`src/rtl/vram_write_queue_if.sv`:
```
// vram_write_queue_if
//   Bundles the CPU-side capture signals, the optional clear-engine controls and the
//   VRAM write port that feeds the display block.
//   master : the host side (drives CPU writes and clear requests, observes VRAM port)
//   slave  : the queue itself
//   Signals:
//     cpu_addr/cpu_dout/cpu_we/color_in : CPU write capture
//     cpu_wait                           : queue full, CPU must stall
//     clr_start/clr_data/clr_color       : clear request and fill pattern
//     busy/clr_done                      : clear engine status
//     addr/din/color/we                  : VRAM write port
interface vram_write_queue_if;
    logic [15:0] cpu_addr;
    logic [7:0]  cpu_dout;
    logic        cpu_we;
    logic [7:0]  color_in;
    logic        cpu_wait;
    logic        clr_start;
    logic [7:0]  clr_data;
    logic [7:0]  clr_color;
    logic        busy;
    logic        clr_done;
    logic [15:0] addr;
    logic [7:0]  din;
    logic [7:0]  color;
    logic        we;

    modport master (
        output cpu_addr, cpu_dout, cpu_we, color_in, clr_start, clr_data, clr_color,
        input  cpu_wait, busy, clr_done, addr, din, color, we
    );

    modport slave (
        input  cpu_addr, cpu_dout, cpu_we, color_in, clr_start, clr_data, clr_color,
        output cpu_wait, busy, clr_done, addr, din, color, we
    );
endinterface

```
`src/rtl/vram_write_queue.sv`:
```
// vram_write_queue
//   Captures CPU writes that fall in the screen window [ADDR_LO, ADDR_HI], tags each with
//   the colour latch sampled in the same cycle, queues them in a DEPTH-entry FIFO and
//   drains one write per clock onto the display VRAM port.
//   Optional screen-clear engine, enabled by defining the macro VRAM_CLR_EN: waits for the
//   FIFO to empty, then fills the whole window with clr_data/clr_color, then pulses
//   clr_done. CPU writes arriving during the fill are held and drain afterwards.
//   Ports:
//     clk_sys  : system clock
//     reset_n  : asynchronous active-low reset
//     bus      : vram_write_queue_if.slave (CPU capture, clear control, VRAM write port)
module vram_write_queue #(
    parameter int unsigned DEPTH   = 4,
    parameter logic [15:0] ADDR_LO = 16'h9000,
    parameter logic [15:0] ADDR_HI = 16'hBFFF
) (
    input logic               clk_sys,
    input logic               reset_n,
    vram_write_queue_if.slave bus
);
    localparam int unsigned PtrW = (DEPTH > 1) ? $clog2(DEPTH) : 1;
    localparam int unsigned CntW = PtrW + 1;

    typedef struct packed {
        logic [15:0] addr;
        logic [7:0]  data;
        logic [7:0]  color;
    } entry_t;

    entry_t          mem_q [DEPTH];
    entry_t          head;
    logic [PtrW-1:0] wr_ptr_q, rd_ptr_q;
    logic [CntW-1:0] count_q, count_d;
    logic            in_window, not_empty, push, pop;

    logic [15:0] addr_q, addr_d;
    logic [7:0]  din_q, din_d;
    logic [7:0]  color_q, color_d;
    logic        we_q, we_d;
    logic        cpu_wait_q, cpu_wait_d;

`ifdef VRAM_CLR_EN
    typedef enum logic [1:0] {StIdle, StWaitEmpty, StClear, StDone} state_e;
    state_e      state_q, state_d;
    logic [15:0] ptr_q, ptr_d;
    logic        busy_q, busy_d;
    logic        clr_done_q, clr_done_d;
`endif

    assign in_window = (bus.cpu_addr >= ADDR_LO) && (bus.cpu_addr <= ADDR_HI);
    assign not_empty = (count_q != '0);
    // Full is judged on the pre-edge count, so a write arriving while full is dropped even
    // if a pop happens on the same edge.
    assign push      = bus.cpu_we && in_window && (count_q != CntW'(DEPTH));
    assign head      = mem_q[rd_ptr_q];

    always_comb begin
        pop     = 1'b0;
        addr_d  = addr_q;
        din_d   = din_q;
        color_d = color_q;
        we_d    = 1'b0;
`ifdef VRAM_CLR_EN
        state_d    = state_q;
        ptr_d      = ptr_q;
        clr_done_d = 1'b0;
        unique case (state_q)
            StIdle: begin
                pop = not_empty;
                if (bus.clr_start) begin
                    state_d = StWaitEmpty;
                end
            end
            StWaitEmpty: begin
                if (not_empty) begin
                    pop = 1'b1;
                end else begin
                    ptr_d   = ADDR_LO;
                    state_d = StClear;
                end
            end
            StClear: begin
                addr_d  = ptr_q;
                din_d   = bus.clr_data;
                color_d = bus.clr_color;
                we_d    = 1'b1;
                ptr_d   = ptr_q + 16'd1;
                if (ptr_q == ADDR_HI) begin
                    state_d = StDone;
                end
            end
            StDone: begin
                clr_done_d = 1'b1;
                state_d    = StIdle;
            end
            default: state_d = StIdle;
        endcase
        // busy covers the cycle in which the last fill write is on the port; it drops
        // together with the rise of clr_done.
        busy_d = (state_d != StIdle);
`else
        pop = not_empty;
`endif
        if (pop) begin
            addr_d  = head.addr;
            din_d   = head.data;
            color_d = head.color;
            we_d    = 1'b1;
        end

        count_d = count_q;
        unique case ({push, pop})
            2'b10:   count_d = count_q + CntW'(1);
            2'b01:   count_d = count_q - CntW'(1);
            default: count_d = count_q;
        endcase
        cpu_wait_d = (count_d == CntW'(DEPTH));
    end

    // Storage needs no reset: entries are only read when count says they are valid.
    always_ff @(posedge clk_sys) begin
        if (push) begin
            mem_q[wr_ptr_q] <= '{addr: bus.cpu_addr, data: bus.cpu_dout, color: bus.color_in};
        end
    end

    always_ff @(posedge clk_sys or negedge reset_n) begin
        if (!reset_n) begin
            wr_ptr_q   <= '0;
            rd_ptr_q   <= '0;
            count_q    <= '0;
            addr_q     <= '0;
            din_q      <= '0;
            color_q    <= '0;
            we_q       <= 1'b0;
            cpu_wait_q <= 1'b0;
        end else begin
            if (push) begin
                wr_ptr_q <= wr_ptr_q + PtrW'(1);
            end
            if (pop) begin
                rd_ptr_q <= rd_ptr_q + PtrW'(1);
            end
            count_q    <= count_d;
            addr_q     <= addr_d;
            din_q      <= din_d;
            color_q    <= color_d;
            we_q       <= we_d;
            cpu_wait_q <= cpu_wait_d;
        end
    end

`ifdef VRAM_CLR_EN
    always_ff @(posedge clk_sys or negedge reset_n) begin
        if (!reset_n) begin
            state_q    <= StIdle;
            ptr_q      <= '0;
            busy_q     <= 1'b0;
            clr_done_q <= 1'b0;
        end else begin
            state_q    <= state_d;
            ptr_q      <= ptr_d;
            busy_q     <= busy_d;
            clr_done_q <= clr_done_d;
        end
    end

    assign bus.busy     = busy_q;
    assign bus.clr_done = clr_done_q;
`else
    assign bus.busy     = 1'b0;
    assign bus.clr_done = 1'b0;
`endif

    assign bus.addr     = addr_q;
    assign bus.din      = din_q;
    assign bus.color    = color_q;
    assign bus.we       = we_q;
    assign bus.cpu_wait = cpu_wait_q;
endmodule
```
`src/flat_wrapper.sv`:
```
// flat-port wrapper written by rule: the top's interface ports become plain ports
module vram_write_queue_flat 
#(
    parameter int unsigned DEPTH   = 4,
    parameter logic [15:0] ADDR_LO = 16'h9000,
    parameter logic [15:0] ADDR_HI = 16'hBFFF
)
  (clk_sys, reset_n, bus_cpu_addr, bus_cpu_dout, bus_cpu_we, bus_color_in, bus_clr_start, bus_clr_data, bus_clr_color, bus_cpu_wait, bus_busy, bus_clr_done, bus_addr, bus_din, bus_color, bus_we);
  vram_write_queue_if bus_i ();
  input logic clk_sys;
  input logic reset_n;
  input wire logic [$bits(bus_i.cpu_addr)-1:0] bus_cpu_addr;
  input wire logic [$bits(bus_i.cpu_dout)-1:0] bus_cpu_dout;
  input wire logic [$bits(bus_i.cpu_we)-1:0] bus_cpu_we;
  input wire logic [$bits(bus_i.color_in)-1:0] bus_color_in;
  input wire logic [$bits(bus_i.clr_start)-1:0] bus_clr_start;
  input wire logic [$bits(bus_i.clr_data)-1:0] bus_clr_data;
  input wire logic [$bits(bus_i.clr_color)-1:0] bus_clr_color;
  output wire logic [$bits(bus_i.cpu_wait)-1:0] bus_cpu_wait;
  output wire logic [$bits(bus_i.busy)-1:0] bus_busy;
  output wire logic [$bits(bus_i.clr_done)-1:0] bus_clr_done;
  output wire logic [$bits(bus_i.addr)-1:0] bus_addr;
  output wire logic [$bits(bus_i.din)-1:0] bus_din;
  output wire logic [$bits(bus_i.color)-1:0] bus_color;
  output wire logic [$bits(bus_i.we)-1:0] bus_we;
  assign bus_i.cpu_addr = bus_cpu_addr;
  assign bus_i.cpu_dout = bus_cpu_dout;
  assign bus_i.cpu_we = bus_cpu_we;
  assign bus_i.color_in = bus_color_in;
  assign bus_i.clr_start = bus_clr_start;
  assign bus_i.clr_data = bus_clr_data;
  assign bus_i.clr_color = bus_clr_color;
  assign bus_cpu_wait = bus_i.cpu_wait;
  assign bus_busy = bus_i.busy;
  assign bus_clr_done = bus_i.clr_done;
  assign bus_addr = bus_i.addr;
  assign bus_din = bus_i.din;
  assign bus_color = bus_i.color;
  assign bus_we = bus_i.we;
  vram_write_queue #(.DEPTH(DEPTH), .ADDR_LO(ADDR_LO), .ADDR_HI(ADDR_HI)) u_core (.clk_sys(clk_sys), .reset_n(reset_n), .bus(bus_i));
endmodule
```
`config.mk`:
```
export PLATFORM = sky130hd
export DESIGN_NAME = vram_write_queue_flat
export DESIGN_NICKNAME = d
export VERILOG_FILES = /design/src/rtl/vram_write_queue_if.sv /design/src/rtl/vram_write_queue.sv /design/src/flat_wrapper.sv
export SDC_FILE = /design/constraint.sdc
export NUM_CORES = 1
export LEC_CHECK = 0
export ABC_AREA = 1
export CAP_MARGIN = 20
export CORE_ASPECT_RATIO = 0.5
export CORE_MARGIN = 1.5
export CORE_UTILIZATION = 60
export CTS_BUF_LIST = sky130_fd_sc_hd__clkbuf_2
export DETAILED_ROUTE_END_ITERATION = 10
export DONT_BUFFER_PORTS = 1
export PLACE_DENSITY = 0.75
export SLEW_MARGIN = 0
export SYNTH_ARGS = -nofsm -noshare
export SYNTH_HDL_FRONTEND = slang
export SYNTH_SLANG_ARGS = --single-unit
```
`constraint.sdc`:
```
create_clock -name clk_sys -period 3.39 [get_ports clk_sys]
set_clock_uncertainty 0.1 [all_clocks]
set_input_delay 0.678 -clock clk_sys [delete_from_list [all_inputs] [get_ports clk_sys]]
set_output_delay 0.678 -clock clk_sys [all_outputs]
set_load 0.02 [all_outputs]
```
== Word level (Yosys, flattened, before mapping) ==
Memory sizes are Yosys's and may differ from the RTL's. A register that Yosys moved wholly into a read port is not among the register bits.
Index checks and enable logic that the tools add are counted.
Operators by class
  magnitude comparators: 2
  add/subtract/negate cells: 4
  equality and inequality tests: 4
  mux-type cells: 4
  reduce and logical (&&, ||, !) cells: 5
Operators with widths (number)
  16-bit greater-or-equal comparator, second input constant: 1
  16-bit <= comparator, second input constant: 1
  3-bit case mux with 2 select lines: 1
  2-bit by 1-bit adder with 2-bit output, second input constant: 2
  3-bit by 1-bit adder with 3-bit output, second input constant: 1
  3-bit == test, second input constant: 1
  1-bit logical AND: 3
  1-bit 2-to-1 mux: 3
  3-bit inequality test, second input constant: 1
  3-bit nonzero test: 1
  3-bit by 1-bit subtractor with 3-bit output, second input constant: 1
  2-bit by 1-bit == test with 1-bit output, second input constant: 1
  2-bit == test, second input constant: 1
  1-bit logical NOT: 1
Word-level totals
  bits in writable memories: 128
  flip-flop bits (word level): 9
  input port bits: 52
  memories: 1
  word-level logic and storage cells: 25
  output and inout bits: 36
Memory list
  u_core.mem_q: depth 4, bits a word 32, rd ports 1, clocked after memory_dff 1, write ports 1, line vram_write_queue.sv:30  | entry_t mem_q [DEPTH];

== Depth between registers and ports, before layout ==
Gate-level depths: netlist of the first run.
  depth in word-level cells: 7
  mapped depth: 12
  depth with buffers taken out: 12

== Worst setup path after synthesis of the first run ==
Ideal clock, no wire load.
  path kind: input -> register
  start point: in bus_cpu_addr[14]
  end point: mem u_core.mem_q[0][0] (netlist name), enable pin
  slack: 450 ps
  library setup time: 421 ps
  path buffers: 0
  cell stages on the path: 5
  arrival: 2419 ps
  required time: 2869 ps
  path through: inv_2 -> nand3_1 -> nor2_2 -> nand2_2 -> nor2_1
Between the ends
  word-level cells in the longest chain between the ends: 6
  elaborated cells on any way between the ends: 7
  classes of those cells: order compare: 2; mux: 2; reduce/logical: 3
RTL lines
  from (decl): line flat_wrapper.sv:12  | input wire logic [$bits(bus_i.cpu_addr)-1:0] bus_cpu_addr;
  16-bit greater-or-equal comparator / 16-bit <= comparator (equally long branches): line vram_write_queue.sv:50  | assign in_window = (bus.cpu_addr >= ADDR_LO) && (bus.cpu_addr <= ADDR_HI);
  1-bit logical AND *: line vram_write_queue.sv:50
  1-bit logical AND * (2 in a row): line vram_write_queue.sv:54  | assign push = bus.cpu_we && in_window && (count_q != CntW'(DEPTH));
  1-bit 2-to-1 mux *: line vram_write_queue.sv:122  | if (push) begin
  1-bit 2-to-1 mux (not written as such) *: line vram_write_queue.sv:123  | mem_q[wr_ptr_q] <= '{addr: bus.cpu_addr, data: bus.cpu_dout, color: bus.color_in};
  to (decl): line vram_write_queue.sv:30
Mark *: on every way between the ends. The rest lies on a longest branch, timed or not.

== Worst setup path in the final report of the first run ==
  start point: reg u_core.count_q[1]
  end point: reg u_core.cpu_wait_q, in the netlist u_core.bus.cpu_wait
Between the ends
  word-level cells in the longest chain between the ends: 5
  elaborated cells on any way between the ends: 9
  classes of those cells: add/sub: 2; eq/ne: 4; mux: 1; reduce/logical: 2
RTL lines
  from (decl): line vram_write_queue.sv:33  | logic [CntW-1:0] count_q, count_d;
  from (signal assigned): line vram_write_queue.sv:144  | count_q <= count_d;
  3-bit inequality test: line vram_write_queue.sv:54
  1-bit logical AND: line vram_write_queue.sv:54
  2-bit by 1-bit == test with 1-bit output / 2-bit == test (equally long branches): line vram_write_queue.sv:112  | unique case ({push, pop})
  3-bit case mux with 2 select lines *: line vram_write_queue.sv:112
  net u_core.count_d[2]: line vram_write_queue.sv:33
  3-bit == test *: line vram_write_queue.sv:117  | cpu_wait_d = (count_d == CntW'(DEPTH));
  net u_core.cpu_wait_d: line vram_write_queue.sv:40  | logic cpu_wait_q, cpu_wait_d;
  to (signal assigned): line vram_write_queue.sv:149  | cpu_wait_q <= cpu_wait_d;
  to (decl): line vram_write_queue.sv:40
The timed path passes the listed nets; every way through them passes the cells marked *.
A chain may end at the register's enable or synchronous reset.

==> summary.md, run 1 <==
| Metric | Value |
|---|---|
| Status | `complete, no violations` |
| PD cells | `788.5 mW/mm^2` |
| GRT Overall Usage | `23.15%` |
| Critical path type | `flop to flop` |
| Die area | `between 0.01 and 0.015 mm^2` |
| Synth warn | `0` |
| Layout cell share with drive strength beyond 1 | `10.04%` |
| Port Buf Inserts | `0` |
| Measured slew at the worst slew-check pin | `1.019 ns` |
| # setup viols final | `0` |
| Static leakage | `0.002576 uW` |
| Wire per inst | `17.43 um` |
| CTS tree | `built` |
| Layout area overhead | `11.21%` |
| Post-synthesis sequential area ratio | `about 75%` |
| Initial antenna violation count | `0` |
| Synthesized flop and latch total | `169` |
| Pre-antenna DRT Iters | `5` |
| Number of global-route vias before repair | `3871` |
| Relative slew slack | `31.95%` |
| Nets | `602` |
| Worst setup EP type | `flop` |
| Via count | `3814` |
| Clk slew on worst S/H paths | `0.22 ns` |
| Yosys cell types | `23` |
| DRC Markers | `0` |
| Diodes inserted | `0` |
| Hold Crit Class | `primary input to flop` |
| Final setup TNS | `0 ns` |
| Area share of the largest cell type after synthesis | `slightly below 60%` |
| CTS H-tree lvls | `4` |
| DPL Wire Length | `6650 um` |
| CP arrival | `about 2.6 ns` |
| Hold Slack | `0.07654 ns` |
| Clock latency on the worst-skew pair | `0.71 ns` |
| Synth area leader | `edfxtp_1` |
| RSZ-0062 raised after global routing | `false` |
| Die Y | `76.38 um` |
| Most frequent cells in the layout | `nor2_1, edfxtp_1, dfrtp_1` |
| VDD IR max | `roughly 0.00046 V` |
| First-pass GRT wire length | `19460 um` |
| Final GP Congestion | `0.7386` |
| Final WL | `12170 um` |
| Cts bufs inserted | `17` |
| Most common cell after layout, fill and taps aside | `nor2_1` |
| I/O Pins | `88` |
| Gate Count Post-Synth | `511` |
| CTS resizes | `0` |
| Clk sinks | `around 170` |
| Post-CTS setup repair buffer count | `0` |
| CP cell instances | `nor2_4, nand2_1, nand2_2, nand2_2, fa_1, nand3_1, nand2_1, nor2_1, nand3_1, nor2_1` |
| Largest net degree at the start of global routing | `68` |
| Fin crit period | `between 2 and 2.5 ns` |
| Synth Cell Area | `~0.0065 mm^2` |
| Max_cap viols | `0` |
| ANT nets after route | `0` |
| WP data required | `3.93 ns` |
| Worst-path fanout max | `8` |
| Standard-cell rows | `26` |
| Core ar. | `0.01034 mm^2` |
| Vias/cell | `between 5 and 6` |
| Endpoints failing hold | `0` |
| DRT iter0 DRCs | `350` |
| Hold_buf cts | `34` |
| Initial Util | `about 62%` |
| Max incr delay on CP | `0.47 ns` |
| Mean Syn Cell Area | `approximately 13 um^2` |
| Crit start category | `flop` |
| Worst path slowest cell | `dfrtp_1` |
| Pre-CTS WS | `0.9950 ns` |
| CTS root buf | `clkbuf_2` |
| Die Wd | `149.8 um` |
| Fin util | `69.46%` |
| Fmax | `481.7 MHz` |
| Max-slew violations | `0` |
| Final period util | `61.24%` |
| CTS max path bufs | `2` |
| Gr ovfl total | `0` |
| Synth area leaders | `edfxtp_1, dfrtp_1, nor2_1` |
| Final Worst Setup Slack | `1.314 ns` |
worst max-delay path: cells and delay by family, from the launching register on:
kind	cells	cell delay, ns
flip-flops	1	0.47
AND/OR/NAND/NOR	9	1.05
adder cells (fa/ha/maj)	1	0.42
per-stage QoR:
step | power (uW) | instance area, um^2 | instances
2_1_floorplan | 4311 | 6465 | 512
3_3_place_gp | 4573 | 6590 | 632
3_5_place_dp | 4648 | 6590 | 632
4_1_cts | 5698 | 7186 | 698
5_1_grt | 6081 | 7186 | 698
6_report | 5666 | 7186 | 698
cell families (layout without fill, tap and decap cells):
family                     count (synthesis)  after routing  share of synthesized area, %
buffers and inverters                     43             89                         3.311
and+or+nand+nor                          192            192                         11.50
adders and majority gates                  5              5                         1.084
DFF                                      169            169                         75.37
other                                      1              2                       0.05804
AOI/OAI and AO/OA                         98             98                         8.269
xor gates and xnor gates                   3              3                        0.4067
registers in the layout, indices dropped and copies added (netlist names):
name / count
u_core.bus.addr: 16
u_core.bus.color: 8
u_core.bus.cpu_wait: 1
u_core.bus.din: 8
u_core.bus.we: 1
u_core.count_q: 3
u_core.mem_q: 128
u_core.rd_ptr_q: 2
u_core.wr_ptr_q: 2
synth_stat cells, drive strengths merged:
| library cell | instances |
|---|---|
| nor2 | 173 |
| nand2 | 15 |
| dfrtp | 41 |
| inv | 14 |
| nand3 | 4 |
| xor2 | 3 |
| edfxtp | 128 |
| buf | 21 |
| conb | 1 |
| o21ai | 65 |
| ha | 4 |
| clkbuf | 8 |
| a21oi | 1 |
| a31oi | 32 |
| fa | 1 |
per-layer routing:
metal	vias up	track usage (%)	wire (um)
met3	12	5.749	973
li1	1845	-	-
met4	0	9.412	138
met2	160	35.71	5963
met5	-	0	0
met1	1797	32.02	5090
report_power, final:
part	leakage, uW	total [uW]	switching, uW	internal, uW
Combinational	0.000808	1630	1080	547
Clock	0.000142	1020	776	240
Sequential	0.00163	3020	461	2560
cell type report:
type                       instances  area (um^2)
sequential                       169         4871
fill                             729         3159
multi-input combinational        300         1411
timing repair buffer              43        437.9
tap                              140        175.2
clock inverter                    15        152.6
clock buffer                      17        85.08
inverter                          14        52.55
path summary, 6_finish.rpt:
check / from / endpoint / slack (ns) / cells after the start
hold reg to reg: u_core.mem_q[1][16] / u_core.bus.addr[0] / 0.45 / 2
hold / removal: bus_cpu_addr[14] / u_core.count_q[0] / 0.08 / 3
setup / recovery: u_core.count_q[1] / u_core.bus.cpu_wait / 1.31 / 10
max in group asynchronous: reset_n / u_core.count_q[2] / 2.56 / 2
min in group asynchronous: reset_n / u_core.bus.addr[2] / 0.39 / 2
setup reg to reg: u_core.count_q[1] / u_core.bus.cpu_wait / 1.31 / 10
(Power assumes the default switching activity.)
==> run 2, diff against run 1 <==
Clock period 3.39 ns to 2 ns, I/O delays scaled along.
==> run 2 against run 1 <==
Routed wire length rose by 3.8%. Final cell count increased by 1.4%. Via count is 2.8% higher. Critical path depth unchanged. Clock power up 88%. Clock-buffer cell count stayed put. Worst setup slack got worse by 1.2 ns. Combinational power up 79%. Global-route usage is 1.0 points higher. Largest cell class unchanged. Highest routed layer unchanged.
==> summary.md, run 2 (synthesis results as in run 1) <==
| Metric | Value |
|---|---|
| Max reg flops | `128 (unchanged)` |
| Worst-path fanout max | `4 (was 8)` |
| Port Buf Inserts | `0 (unchanged)` |
| Final period util | `94.02% (was 61.24%)` |
| Layout cell share with drive strength beyond 1 | `11.29% (was 10.04%)` |
| ANT nets after route | `0 (unchanged)` |
| Crit start category | `flop (unchanged)` |
| Gr ovfl total | `0 (unchanged)` |
| PD cells | `1361 mW/mm^2 (was 788.5 mW/mm^2)` |
| Final Worst Setup Slack | `0.1197 ns (was 1.314 ns)` |
| Max-slew violations | `0 (unchanged)` |
| Final Instance Area | `0.007343 mm^2 (was 0.007186 mm^2)` |
| DPL Wire Length | `6957 um (was 6650 um)` |
| Final WL | `12630 um (was 12170 um)` |
| Endpoints failing hold | `0 (unchanged)` |
| Clk slew on worst S/H paths | `0.25 ns (was 0.22 ns)` |
| CTS H-tree lvls | `4 (unchanged)` |
| Fin util | `70.98% (was 69.46%)` |
| Relative slew slack | `49.43% (was 31.95%)` |
| CP arrival | `2.42 ns (was 2.61 ns)` |
| Layout area overhead | `13.65% (was 11.21%)` |
| Clock latency on the worst-skew pair | `0.69 ns (was 0.71 ns)` |
| Worst setup EP type | `flop (unchanged)` |
| Placement Cell Area | `0.006700 mm^2 (was 0.006590 mm^2)` |
| Largest net degree at the start of global routing | `68 (unchanged)` |
| Fin crit period | `1.880 ns (was 2.076 ns)` |
| R2R cell count | `10 (unchanged)` |
| Most flops, register | `u_core.mem_q (unchanged)` |
| CTS root buf | `clkbuf_2 (unchanged)` |
| Via count | `3921 (was 3814)` |
| Core ar. | `0.01034 mm^2 (unchanged)` |
| VDD IR max | `0.0007102 V (was 0.0004622 V)` |
| Static leakage | `0.002645 uW (was 0.002576 uW)` |
| RSZ-0062 raised after global routing | `false (unchanged)` |
| Most frequent cells in the layout | `nor2_1, edfxtp_1, dfrtp_1 (unchanged)` |
| Fillers | `694 (was 729)` |
| Nets | `611 (was 602)` |
| I/O Pins | `88 (unchanged)` |
| First-pass GRT wire length | `20400 um (was 19460 um)` |
| Most common cell after layout, fill and taps aside | `nor2_1 (unchanged)` |
| WP data required | `2.54 ns (was 3.93 ns)` |
| Clk sinks | `169 (unchanged)` |
| Cts bufs inserted | `17 (unchanged)` |
| Number of global-route vias before repair | `4034 (was 3871)` |
| Status | `complete, no violations (unchanged)` |
| Final GP Congestion | `0.7604 (was 0.7386)` |
| Initial Util | `62.46% (unchanged)` |
| Critical path type | `flop to flop (unchanged)` |
| GRT Overall Usage | `24.16% (was 23.15%)` |
| Hold Crit Class | `primary input to async pin (was primary input to flop)` |
| Measured slew at the worst slew-check pin | `0.7586 ns (was 1.019 ns)` |
| Standard-cell rows | `26 (unchanged)` |
| Die Y | `76.38 um (unchanged)` |
| Die Wd | `149.8 um (unchanged)` |
| Vias/cell | `5.538 (was 5.464)` |
| DRC Markers | `0 (unchanged)` |
| Die area | `0.01144 mm^2 (unchanged)` |
| Max_cap viols | `0 (unchanged)` |
| CTS max path bufs | `2 (unchanged)` |
| CTS tree | `built (unchanged)` |
| Wire per inst | `17.84 um (was 17.43 um)` |
| Post-CTS setup repair buffer count | `0 (unchanged)` |
| Pre-antenna DRT Iters | `4 (was 5)` |
| DRT iter0 DRCs | `332 (was 350)` |
| Initial antenna violation count | `0 (unchanged)` |
| # setup viols final | `0 (unchanged)` |
| Fmax | `531.8 MHz (was 481.7 MHz)` |
| Pre-CTS WS | `0.09261 ns (was 0.9950 ns)` |
==> run 2: cell type report <==
cell class / instances / area [um^2] / area share, %
tap: 140 / 175.2 / 2.385
multi-input combinational: 300 / 1414 / 19.25
timing repair buffer: 52 / 558.0 / 7.599
antenna: 1 / 2.502 / 0.03408
clock buffer: 17 / 85.08 / 1.159
clock inverter: 15 / 185.2 / 2.522
inverter: 14 / 52.55 / 0.7156
sequential: 169 / 4871 / 66.33
==> run 2: what timing repair did <==
| action | 4_1_cts | 5_1_grt |
|---|---|---|
| resized for setup | 0 | 1 |
| setup endpoints to repair | 0 | 1 |
| hold endpoints to repair | 173 | 0 |
| hold buffers | 35 | 0 |
==> run 2: worst max-delay path, cell delays in order (launching register included) <==
cell and delay [ns]:
dfrtp_1 0.48, nor2_4 0.14, nand2_1 0.08, nand2_2 0.09, nand2_2 0.06, fa_1 0.40, nand3_1 0.12, nand2_1 0.08
nor2_2 0.13, nand3_1 0.07, nor2_1 0.10
==> run 2: metal layers <==
layer	vias to the layer above	share of wire, %	GRT usage, %
met4	0	0.78	6.176
met5	-	0	0
met3	11	6.6	7.186
li1	1861	-	-
met1	1921	43	32.37
met2	128	50	39.26
==> run 2: worst paths after layout <==
kind                       slack [ns]             endpoint           startpoint
setup reg to reg                 0.12  u_core.bus.cpu_wait    u_core.count_q[1]
hold reg to reg                  0.45  u_core.bus.addr[15]  u_core.mem_q[1][31]
max in group asynchronous        1.42  u_core.bus.color[5]              reset_n
setup / recovery                 0.12  u_core.bus.cpu_wait    u_core.count_q[1]
hold / removal                   0.14    u_core.bus.din[4]              reset_n
min in group clk_sys             0.30  u_core.mem_q[1][12]      bus_cpu_dout[4]
==> run 2: where the power goes <==
group	switching, uW	total [uW]	internal, uW
Clock	1200	1920	720
Sequential	822	5160	4340
Combinational	1880	2920	1030
Total	3900	10000	6100
==> run 2: through the flow <==
| step | TNS (ns) | total power [uW] | std cells | hold slack, ns |
|---|---|---|---|---|
| 4_1_cts | 0 | 10030 | 707 | 0.06933 |
| 3_3_place_gp | 0 | 7886 | 640 | 0.005481 |
| 2_1_floorplan | -19.75 | 7314 | 512 | 0.004409 |
| 6_report | 0 | 9997 | 708 | 0.1375 |
| 3_5_place_dp | 0 | 8026 | 640 | 0.005877 |
| 5_1_grt | 0 | 10670 | 707 | 0.03894 |
